<file path="config.mk">
export PLATFORM = sky130hd
export DESIGN_NAME = slot_bank
export DESIGN_NICKNAME = d
export VERILOG_FILES = /design/src/rtl/slot_pkg.sv /design/src/rtl/slot_entry.sv /design/src/rtl/slot_bank.sv
export SDC_FILE = /design/constraint.sdc
export NUM_CORES = 2
export LEC_CHECK = 0
export BUFFER_PORTS_ARGS = -buffer_cell sky130_fd_sc_hd__buf_2
export CAP_MARGIN = 20
export CORE_MARGIN = 10
export CORE_UTILIZATION = 35
export CTS_BUF_LIST = sky130_fd_sc_hd__clkbuf_4 sky130_fd_sc_hd__clkbuf_8 sky130_fd_sc_hd__clkbuf_16
export DETAILED_ROUTE_END_ITERATION = 7
export SLEW_MARGIN = 5
export SYNTH_ARGS = -nofsm -noshare
export SYNTH_HDL_FRONTEND = slang
export SYNTH_HIERARCHICAL = 1
export SYNTH_SLANG_ARGS = --single-unit
</file>
<file path="constraint.sdc">
create_clock -name clk -period 3.4 [get_ports clk]
set_input_delay 0.51 -clock clk [delete_from_list [all_inputs] [get_ports clk]]
set_output_delay 0.51 -clock clk [all_outputs]
set_load 0.02 [all_outputs]
</file>
<file path="src/rtl/slot_pkg.sv">
// ============================================================================
// Module : slot_pkg
// Shared field codes, status/issuer encodings and profile saturation constant
// Rev    : 1.0
// ============================================================================
`default_nettype none

package slot_pkg;

    localparam logic [2:0] c_FLD_SRC_ADDR = 3'd0;
    localparam logic [2:0] c_FLD_SRC_SIZE = 3'd1;
    localparam logic [2:0] c_FLD_DES_ADDR = 3'd2;
    localparam logic [2:0] c_FLD_DES_SIZE = 3'd3;
    localparam logic [2:0] c_FLD_ARM      = 3'd4;
    localparam logic [2:0] c_FLD_CLEAR    = 3'd5;
    localparam logic [2:0] c_RD_STATUS    = 3'd4;
    localparam logic [2:0] c_RD_PROFILE   = 3'd5;

    typedef enum logic [1:0] {
        ST_EMPTY   = 2'd0,
        ST_PENDING = 2'd1,
        ST_RUNNING = 2'd2,
        ST_DONE    = 2'd3
    } slot_status_e;

    typedef enum logic [1:0] {
        IS_SCAN  = 2'd0,
        IS_ISSUE = 2'd1,
        IS_RUN   = 2'd2
    } iss_state_e;

    // Profile counters saturate at all-ones; sliced to the counter width (<= 64).
    localparam logic [63:0] c_PROFILE_SAT = '1;

endpackage

`default_nettype wire

</file>
<file path="src/rtl/slot_entry.sv">
// ============================================================================
// Module : slot_entry
// One descriptor slot: fields, status, saturating profile counter, write decode
// Rev    : 1.0
// ============================================================================
`default_nettype none

module slot_entry
    import slot_pkg::*;
#(
    parameter int SRC_ADDR_WIDTH = 32,
    parameter int SRC_SIZE_WIDTH = 26,
    parameter int DST_ADDR_WIDTH = 32,
    parameter int DST_SIZE_WIDTH = 26,
    parameter int PROFILE_WIDTH  = 32,
    parameter int DATA_WIDTH     = 32
) (
    input  logic                      clk,
    input  logic                      reset,
    input  logic                      i_wr_en,
    input  logic [2:0]                i_wr_field,
    input  logic [DATA_WIDTH-1:0]     i_wr_data,
    input  logic                      i_set_running,
    input  logic                      i_set_done,
    input  logic                      i_prof_inc,
    output logic [SRC_ADDR_WIDTH-1:0] o_src_addr,
    output logic [SRC_SIZE_WIDTH-1:0] o_src_size,
    output logic [DST_ADDR_WIDTH-1:0] o_des_addr,
    output logic [DST_SIZE_WIDTH-1:0] o_des_size,
    output logic [1:0]                o_status,
    output logic [PROFILE_WIDTH-1:0]  o_profile,
    output logic                      o_wr_rej
);

    localparam logic [PROFILE_WIDTH-1:0] c_PROFILE_MAX = c_PROFILE_SAT[PROFILE_WIDTH-1:0];

    logic [SRC_ADDR_WIDTH-1:0] r_src_addr;
    logic [SRC_SIZE_WIDTH-1:0] r_src_size;
    logic [DST_ADDR_WIDTH-1:0] r_des_addr;
    logic [DST_SIZE_WIDTH-1:0] r_des_size;
    slot_status_e              r_status;
    logic [PROFILE_WIDTH-1:0]  r_profile;
    logic                      w_wr_ok;

    assign o_wr_rej = i_wr_en && ((r_status == ST_RUNNING) || (i_wr_field > c_FLD_CLEAR));
    assign w_wr_ok  = i_wr_en && !o_wr_rej;

    always_ff @(posedge clk) begin
        if (reset) begin
            r_src_addr <= '0;
            r_src_size <= '0;
            r_des_addr <= '0;
            r_des_size <= '0;
            r_status   <= ST_EMPTY;
            r_profile  <= '0;
        end else begin
            if (w_wr_ok) begin
                case (i_wr_field)
                    c_FLD_SRC_ADDR: r_src_addr <= i_wr_data[SRC_ADDR_WIDTH-1:0];
                    c_FLD_SRC_SIZE: r_src_size <= i_wr_data[SRC_SIZE_WIDTH-1:0];
                    c_FLD_DES_ADDR: r_des_addr <= i_wr_data[DST_ADDR_WIDTH-1:0];
                    c_FLD_DES_SIZE: r_des_size <= i_wr_data[DST_SIZE_WIDTH-1:0];
                    c_FLD_ARM: begin
                        r_status  <= ST_PENDING;
                        r_profile <= '0;
                    end
                    c_FLD_CLEAR:    r_status <= ST_EMPTY;
                    default: ;
                endcase
            end
            if (i_prof_inc && (r_profile != c_PROFILE_MAX)) begin
                r_profile <= r_profile + PROFILE_WIDTH'(1);
            end
            // Issuer transitions override a same-cycle software status write.
            if (i_set_running) begin
                r_status <= ST_RUNNING;
            end else if (i_set_done) begin
                r_status <= ST_DONE;
            end
        end
    end

    assign o_src_addr = r_src_addr;
    assign o_src_size = r_src_size;
    assign o_des_addr = r_des_addr;
    assign o_des_size = r_des_size;
    assign o_status   = r_status;
    assign o_profile  = r_profile;

endmodule

`default_nettype wire

</file>
<file path="src/rtl/slot_bank.sv">
// ============================================================================
// Module : slot_bank
// Descriptor slot bank with round-robin issuer FSM and registered read port
// Rev    : 1.0
// ============================================================================
`default_nettype none

module slot_bank
    import slot_pkg::*;
#(
    parameter int NUM_SLOTS      = 4,
    parameter int IDX_WIDTH      = $clog2(NUM_SLOTS),
    parameter int SRC_ADDR_WIDTH = 32,
    parameter int SRC_SIZE_WIDTH = 26,
    parameter int DST_ADDR_WIDTH = 32,
    parameter int DST_SIZE_WIDTH = 26,
    parameter int PROFILE_WIDTH  = 32,
    parameter int DATA_WIDTH     = 32
) (
    input  logic                      clk,
    input  logic                      reset,
    input  logic                      cfg_wr_en,
    input  logic [IDX_WIDTH-1:0]      cfg_wr_idx,
    input  logic [2:0]                cfg_wr_field,
    input  logic [DATA_WIDTH-1:0]     cfg_wr_data,
    output logic                      cfg_wr_err,
    input  logic [IDX_WIDTH-1:0]      cfg_rd_idx,
    input  logic [2:0]                cfg_rd_field,
    output logic [DATA_WIDTH-1:0]     cfg_rd_data,
    input  logic                      seq_en,
    output logic                      iss_valid,
    input  logic                      iss_ready,
    output logic [IDX_WIDTH-1:0]      iss_idx,
    output logic [SRC_ADDR_WIDTH-1:0] iss_src_addr,
    output logic [SRC_SIZE_WIDTH-1:0] iss_src_size,
    output logic [DST_ADDR_WIDTH-1:0] iss_des_addr,
    output logic [DST_SIZE_WIDTH-1:0] iss_des_size,
    input  logic                      exec_done,
    output logic                      busy,
    output logic                      done_pulse,
    output logic [IDX_WIDTH-1:0]      done_idx
);

    localparam logic [IDX_WIDTH-1:0] c_LAST_IDX = IDX_WIDTH'(NUM_SLOTS - 1);

    logic [SRC_ADDR_WIDTH-1:0] w_src_addr [NUM_SLOTS];
    logic [SRC_SIZE_WIDTH-1:0] w_src_size [NUM_SLOTS];
    logic [DST_ADDR_WIDTH-1:0] w_des_addr [NUM_SLOTS];
    logic [DST_SIZE_WIDTH-1:0] w_des_size [NUM_SLOTS];
    logic [1:0]                w_status   [NUM_SLOTS];
    logic [PROFILE_WIDTH-1:0]  w_profile  [NUM_SLOTS];
    logic [NUM_SLOTS-1:0]      w_wr_rej;

    iss_state_e           r_state;
    logic [IDX_WIDTH-1:0] r_ptr;
    logic                 w_handshake;
    logic                 w_finish;
    logic [IDX_WIDTH-1:0] w_ptr_next;

    assign w_handshake = (r_state == IS_ISSUE) && iss_ready;
    assign w_finish    = (r_state == IS_RUN) && exec_done;
    assign w_ptr_next  = (r_ptr == c_LAST_IDX) ? '0 : r_ptr + IDX_WIDTH'(1);

    generate
        for (genvar g = 0; g < NUM_SLOTS; g++) begin : g_slot
            logic w_sel;
            assign w_sel = (r_ptr == IDX_WIDTH'(g));

            slot_entry #(
                .SRC_ADDR_WIDTH (SRC_ADDR_WIDTH),
                .SRC_SIZE_WIDTH (SRC_SIZE_WIDTH),
                .DST_ADDR_WIDTH (DST_ADDR_WIDTH),
                .DST_SIZE_WIDTH (DST_SIZE_WIDTH),
                .PROFILE_WIDTH  (PROFILE_WIDTH),
                .DATA_WIDTH     (DATA_WIDTH)
            ) u_entry (
                .clk           (clk),
                .reset         (reset),
                .i_wr_en       (cfg_wr_en && (cfg_wr_idx == IDX_WIDTH'(g))),
                .i_wr_field    (cfg_wr_field),
                .i_wr_data     (cfg_wr_data),
                .i_set_running (w_handshake && w_sel),
                .i_set_done    (w_finish && w_sel),
                .i_prof_inc    ((r_state == IS_RUN) && w_sel),
                .o_src_addr    (w_src_addr[g]),
                .o_src_size    (w_src_size[g]),
                .o_des_addr    (w_des_addr[g]),
                .o_des_size    (w_des_size[g]),
                .o_status      (w_status[g]),
                .o_profile     (w_profile[g]),
                .o_wr_rej      (w_wr_rej[g])
            );
        end
    endgenerate

    always_ff @(posedge clk) begin
        if (reset) begin
            r_state      <= IS_SCAN;
            r_ptr        <= '0;
            iss_valid    <= 1'b0;
            iss_idx      <= '0;
            iss_src_addr <= '0;
            iss_src_size <= '0;
            iss_des_addr <= '0;
            iss_des_size <= '0;
            busy         <= 1'b0;
            done_pulse   <= 1'b0;
            done_idx     <= '0;
        end else begin
            done_pulse <= 1'b0;
            case (r_state)
                IS_SCAN: begin
                    if (seq_en) begin
                        if (w_status[r_ptr] == ST_PENDING) begin
                            // Descriptor is snapshotted so iss_* stay stable until accepted.
                            r_state      <= IS_ISSUE;
                            iss_valid    <= 1'b1;
                            iss_idx      <= r_ptr;
                            iss_src_addr <= w_src_addr[r_ptr];
                            iss_src_size <= w_src_size[r_ptr];
                            iss_des_addr <= w_des_addr[r_ptr];
                            iss_des_size <= w_des_size[r_ptr];
                        end else begin
                            r_ptr <= w_ptr_next;
                        end
                    end
                end
                IS_ISSUE: begin
                    if (iss_ready) begin
                        r_state   <= IS_RUN;
                        iss_valid <= 1'b0;
                        busy      <= 1'b1;
                    end
                end
                IS_RUN: begin
                    if (exec_done) begin
                        r_state    <= IS_SCAN;
                        busy       <= 1'b0;
                        done_pulse <= 1'b1;
                        done_idx   <= r_ptr;
                        r_ptr      <= w_ptr_next;
                    end
                end
                default: r_state <= IS_SCAN;
            endcase
        end
    end

    always_ff @(posedge clk) begin
        if (reset) begin
            cfg_wr_err  <= 1'b0;
            cfg_rd_data <= '0;
        end else begin
            cfg_wr_err <= |w_wr_rej;
            case (cfg_rd_field)
                c_FLD_SRC_ADDR: cfg_rd_data <= DATA_WIDTH'(w_src_addr[cfg_rd_idx]);
                c_FLD_SRC_SIZE: cfg_rd_data <= DATA_WIDTH'(w_src_size[cfg_rd_idx]);
                c_FLD_DES_ADDR: cfg_rd_data <= DATA_WIDTH'(w_des_addr[cfg_rd_idx]);
                c_FLD_DES_SIZE: cfg_rd_data <= DATA_WIDTH'(w_des_size[cfg_rd_idx]);
                c_RD_STATUS:    cfg_rd_data <= DATA_WIDTH'(w_status[cfg_rd_idx]);
                c_RD_PROFILE:   cfg_rd_data <= DATA_WIDTH'(w_profile[cfg_rd_idx]);
                default:        cfg_rd_data <= '0;
            endcase
        end
    end

endmodule

`default_nettype wire

</file>
Word-level counts from Yosys, hierarchy flattened:

Index checks and enable logic that the tools add are counted.
Widths: inputs -> output; s select.

* word-level logic and storage cells: 268
* input port bits: 48
* output and inout bits: 156
* register bits: 760

* add/subtract/negate cells: 5
* bitwise gates (word level): 3
* reductions and logical operators: 110
* $lt $le $gt $ge: 3
* multiplexer cells: 74
* equal/unequal tests: 32

Operator list (number)
* $mux 32: 19
* $bmux 32 s2: 5
* $bmux 26 s2: 4
* $mux 26: 8
* $pmux 32 s6: 1
* $add 32x1->32 const B: 4
* $ne 32x32->1 const B: 4
* $reduce_and 2->1: 29
* $mux 2: 24
* $logic_and 1x1->1: 30
* $reduce_bool 2->1: 15
* $reduce_bool 3->1: 8
* $eq 2x2->1 const B: 9
* $reduce_bool 4->1: 4
* $eq 3x2->1 const B: 4
* $eq 3x3->1 const B: 4
* $reduce_and 4->1: 3
* $ne 2x2->1 const B: 5
* $reduce_or 2->1: 5
* $bmux 2 s2: 2
* $eq 2x1->1 const B: 4
* $pmux 2 s2: 2
* $eq 3x1->1 const B: 2
* $ge 3x3->1 const B: 2
* other kinds (13): 30

Depth between registers and ports, before layout:

* word-level depth: 8
* depth in mapped cells: 12
* gate-level depth less buffers: 7

Hierarchy:

The synthesis kept the hierarchy.

By module, submodules not included
* slot_entry: cells each 741, instances 4, sequential area each 3002.9 um2, area each 5965.7 um2
* slot_bank: cells each 1267, instances 1, sequential area each 3203.1 um2, area each 13168.9 um2

Least setup slack after synthesis:

Ideal clock, no wire load.

* path kind: flip-flop to flip-flop
* start point: reg r_ptr[1]
* end point: reg g_slot[0].u_entry.r_profile[9]
* data required time: 3.280 ns
* slack: 0.946 ns
* stages on the path, launching flop included: 13
* clock period less this slack: 2.454 ns
* arrival: 2.335 ns
* path buffers: 5
* cells stage by stage: dfxtp_1 > buf_2 > clkbuf_1 > clkbuf_1 > inv_1 > ha_1 > and2_1 > inv_1 > a41o_1 > buf_2 > buf_2 > nor4b_1 > a211o_1

* cells in the longest elaborated chain, start to end: 5

RTL lines
* start: declaration: RTL line slot_bank.sv:55 `logic [IDX_WIDTH-1:0] r_ptr;`
* start signal: assignment: RTL line slot_bank.sv:124 `r_ptr <= w_ptr_next;`
* start signal: assignment: RTL line slot_bank.sv:141 `r_ptr <= w_ptr_next;`
* $logic_not 2->1 (*): RTL line slot_bank.sv:67 `assign w_sel = (r_ptr == IDX_WIDTH'(g));`
* $logic_and 1x1->1 (*): RTL line slot_bank.sv:84 `.i_prof_inc ((r_state == IS_RUN) && w_sel),`
* $logic_and 1x1->1 (*): RTL line slot_entry.sv:71 `if (i_prof_inc && (r_profile != c_PROFILE_MAX)) begin`
* $reduce_bool 2->1 (no source line)
* $reduce_and 2->1 (no source line)
* end signal: assignment: RTL line slot_entry.sv:72 `r_profile <= r_profile + PROFILE_WIDTH'(1);`
* end: declaration: RTL line slot_entry.sv:42 `logic [PROFILE_WIDTH-1:0] r_profile;`

Mark *: on every way between the ends. The rest lies on a longest branch, timed or not.
A chain may end at the register's enable or synchronous reset.

Worst setup path in the final report:

* start point: reg g_slot[1].u_entry.r_profile[0]
* end point: reg g_slot[1].u_entry.r_profile[24]

* cells in the longest elaborated chain, start to end: 4

RTL lines (RTL line)
* start: declaration: slot_entry.sv:42
* start signal: assignment: slot_entry.sv:72
* parallel branches: the longest is 4 deep, another holds $add 32x1->32

Parallel ways; which one is timed is not known.

==> results.md <==
* Status: completed
* Num ports at 204
* Met3 Usage GRT at 4.379%
* CTS tree: done
* Layout cells sized above 1 at 16.50%
* Async S/R FF share, synth at 0%
* EDFF count, synth at 0
* Final setup TNS at 0 ps
* Most numerous cell in the Yosys netlist: nand2_1
* Leak pwr at 14.47 nW
* I/O Buffers at 203
* Clk buf depth at 3
* CP arrival at 3360 ps
* Power Dens Cells at 480.7 nW/um^2
* GR Layer Usage met2 at 35.15%
* GRT Total Usage at 22.43%
* Starting Density at 35.23%
* Critical Path Source: g_slot[1].u_entry/o_profile[0]
* FF-to-FF Start: g_slot[1].u_entry/o_profile[0]
* Synth warnings at 6
* Worst hold path type: in -> reg
* Die area at 119200 um^2
* Clock latency on the worst-skew pair at 670 ps
* Chip width at 345.3 um
* Final setup margin at 648.8 ps
* RePlAce Congestion at 0.9155
* CP Capture Type: flop
* Fin. max-slew vios at 0
* # DRC at 0
* Synth Flop Type: dfxtp_1
* Remaining antenna violation count at 0
* Top post-synthesis cells by count: 1029 x nand2_1, 760 x dfxtp_1, 567 x a21oi_1
* Grt ovf at 0
* Critical Path Source Type: flop
* Initial antenna violation count at 10
* Worst slack at placement at 441.8 ps
* Worst reg2reg endpoint: g_slot[1].u_entry/o_profile[24]
* CP Class: reg -> reg
* RSZ-0062 raised after global routing: false
* Critical Path End: g_slot[1].u_entry/o_profile[24]
* Mapped cell area at 37030 um^2
* Fraction of the cycle the final worst path needs at 80.92%
* H-tree levels at 3
* Hold Buf Count CTS at 0
* Die Y at 345.3 um
* Post-CTS Resized at 0
* Root buffer cell: clkbuf_16
* Max cap viols at 0
* First-pass GRT wire length at 209600 um
* First-pass DRT Iterations at 8
* Total Power at 20.42 mW
* Syn_nets at 4287
* Cell type with the highest aggregate area in the netlist: dfxtp_1
* Area contributors post-synth: dfxtp_1 41%, mux4_2 11%, nand2_1 10%
* Fin nets at 4327
* Total core area at 105100 um^2
* Vias at 33970
* Hold Vio Cnt, Final at 0
* Share of the core filled with cells at 40.41%
* Critical Path RT at 4010 ps
* Maximum vdd drop at 0.0004139 V
* Worst-Margin Slew at 1061 ps
* Slew margin rel. at 29.26%
* Synth Register Bits at 760
* Yosys top cell area share at 41.09%
* Crit path max fanout at 25
* Post-CTS Setup Inserts at 0
* Min Hold Slack at 149.7 ps
* Initial DRC Count at 3948
* Mapped Avg Cell Area at 8.752 um^2
* Synth cell types at 72
* Hpwl dp at 94980 um
* Sequential-to-total area share from yosys stat at 41.09%
* Site row count at 119
* Met1 Use GR at 29.39%
* Fin crit period at 2751 ps
* Mapped Cells at 4231
* Routed WL at 141100 um
* Layout overhead on the synthesized area at 14.70%
* TritonCTS buffer count at 81
* Flop-to-flop setup slack at 650 ps
* Vias in the first global route at 31260
* Routed vias/inst at 5.924
* Final-report setup violation count at 0
* Worst Clk Skew at 28.03 ps
* Fmax achieved at 0.3635 GHz
* Largest net degree at the start of global routing at 203
* Reg2reg path depth at 7
* Drt wl/cell at 24.61 um
* Clk slew on worst S/H paths at 60 ps
* Grt peak-use layer: met2
* Num Clock Sinks at 760
==> final cells by class <==
class	instances	area [um^2]
Antenna cell	4	10.01
Clock inverter	41	725.7
Timing Repair Buffer	322	2072
Clock buffer	111	2346
Inverter	21	78.83
Fill cell	10510	62640
Sequential cell	760	15220
Multi-Input combinational cell	3085	20280
Tap cell	1391	1740
==> layer usage <==
layer,vias to the layer above,wire (um)
li1,15480,-
met1,16740,58640
met2,1471,64160
met3,278,11050
met4,6,7257
met5,-,33
==> critical path: stages (launching register included) <==
cell,delay [ps]
dfxtp_1,430
ha_1,230
and4_1,280
and4_1,320
a41o_1,210
and2_1,830
buf_4,270
a21o_1,120
==> worst min-delay path by stage <==
stage	cells after the start	start	slack, ps	endpoint
2_1_floorplan	2	g_slot[2].u_entry/o_des_addr[0]	440	g_slot[2].u_entry/o_des_addr[0]
3_3_place_gp	2	done_idx[1]	450	done_idx[1]
3_5_place_dp	2	done_idx[0]	450	done_idx[0]
4_1_cts	3	iss_ready	120	r_state[0]
5_1_grt	3	iss_ready	170	r_state[0]
6_report	3	iss_ready	150	r_state[0]
==> cell usage in the layout (no fill, tap or decap), types with 50 or more instances in the layout <==
master     instances
a211oi_1          70
a21o_1            60
a21oi_1          567
buf_2            200
buf_4            107
clkbuf_16         81
dfxtp_1          758
mux2i_1          168
mux4_2           181
nand2_1         1029
nand3_1          137
nor2_1            50
o21ai_0          121
o22ai_1           83
==> kinds of logic (layout without fill, tap and decap cells) <==
family                   Yosys count  count (layout)  share of synthesized area (%)
AO/OA/AOI/OAI                   1105            1105                          17.94
XOR/XNOR                          16              16                         0.3784
adder cells (fa/ha/maj)            8               8                         0.2703
buffers and inverters            386             495                          4.267
flip-flops                       760             760                          41.09
multiplexers                     361             361                          15.97
other                              0               4                              0
AND/OR/NAND/NOR                 1595            1595                          20.08
==> registers in the layout, summed over array words and instances (netlist names) <==
name                       flops
r_state                        2
cfg_wr_err                     1
g_slot.u_entry/o_des_size    104
g_slot.u_entry/o_src_size    104
g_slot.u_entry/o_src_addr    128
done_idx                       2
cfg_rd_data                   32
iss_des_size                  26
iss_idx                        2
busy                           1
iss_des_addr                  32
g_slot.u_entry/o_profile     128
done_pulse                     1
iss_valid                      1
r_ptr                          2
iss_src_addr                  32
iss_src_size                  26
g_slot.u_entry/o_des_addr    128
g_slot.u_entry/o_status        8
==> per-stage QoR <==
| stage | area, um^2 | cells |
|---|---|---|
| after floorplan | 37030 | 4231 |
| after global placement | 39370 | 5577 |
| after detailed placement | 39380 | 5578 |
| after CTS | 42450 | 5730 |
| after global routing | 42470 | 5731 |
| final | 42480 | 5735 |
==> power by group <==
group	switching [mW]	total [mW]	internal (mW)	leakage (nW)
Sequential	0.0446	9.00	8.95	6.13
Combinational	0.880	1.24	0.362	6.81
Clock	3.98	10.2	6.19	1.53
Note: power is estimated with default switching activity, not from simulation.
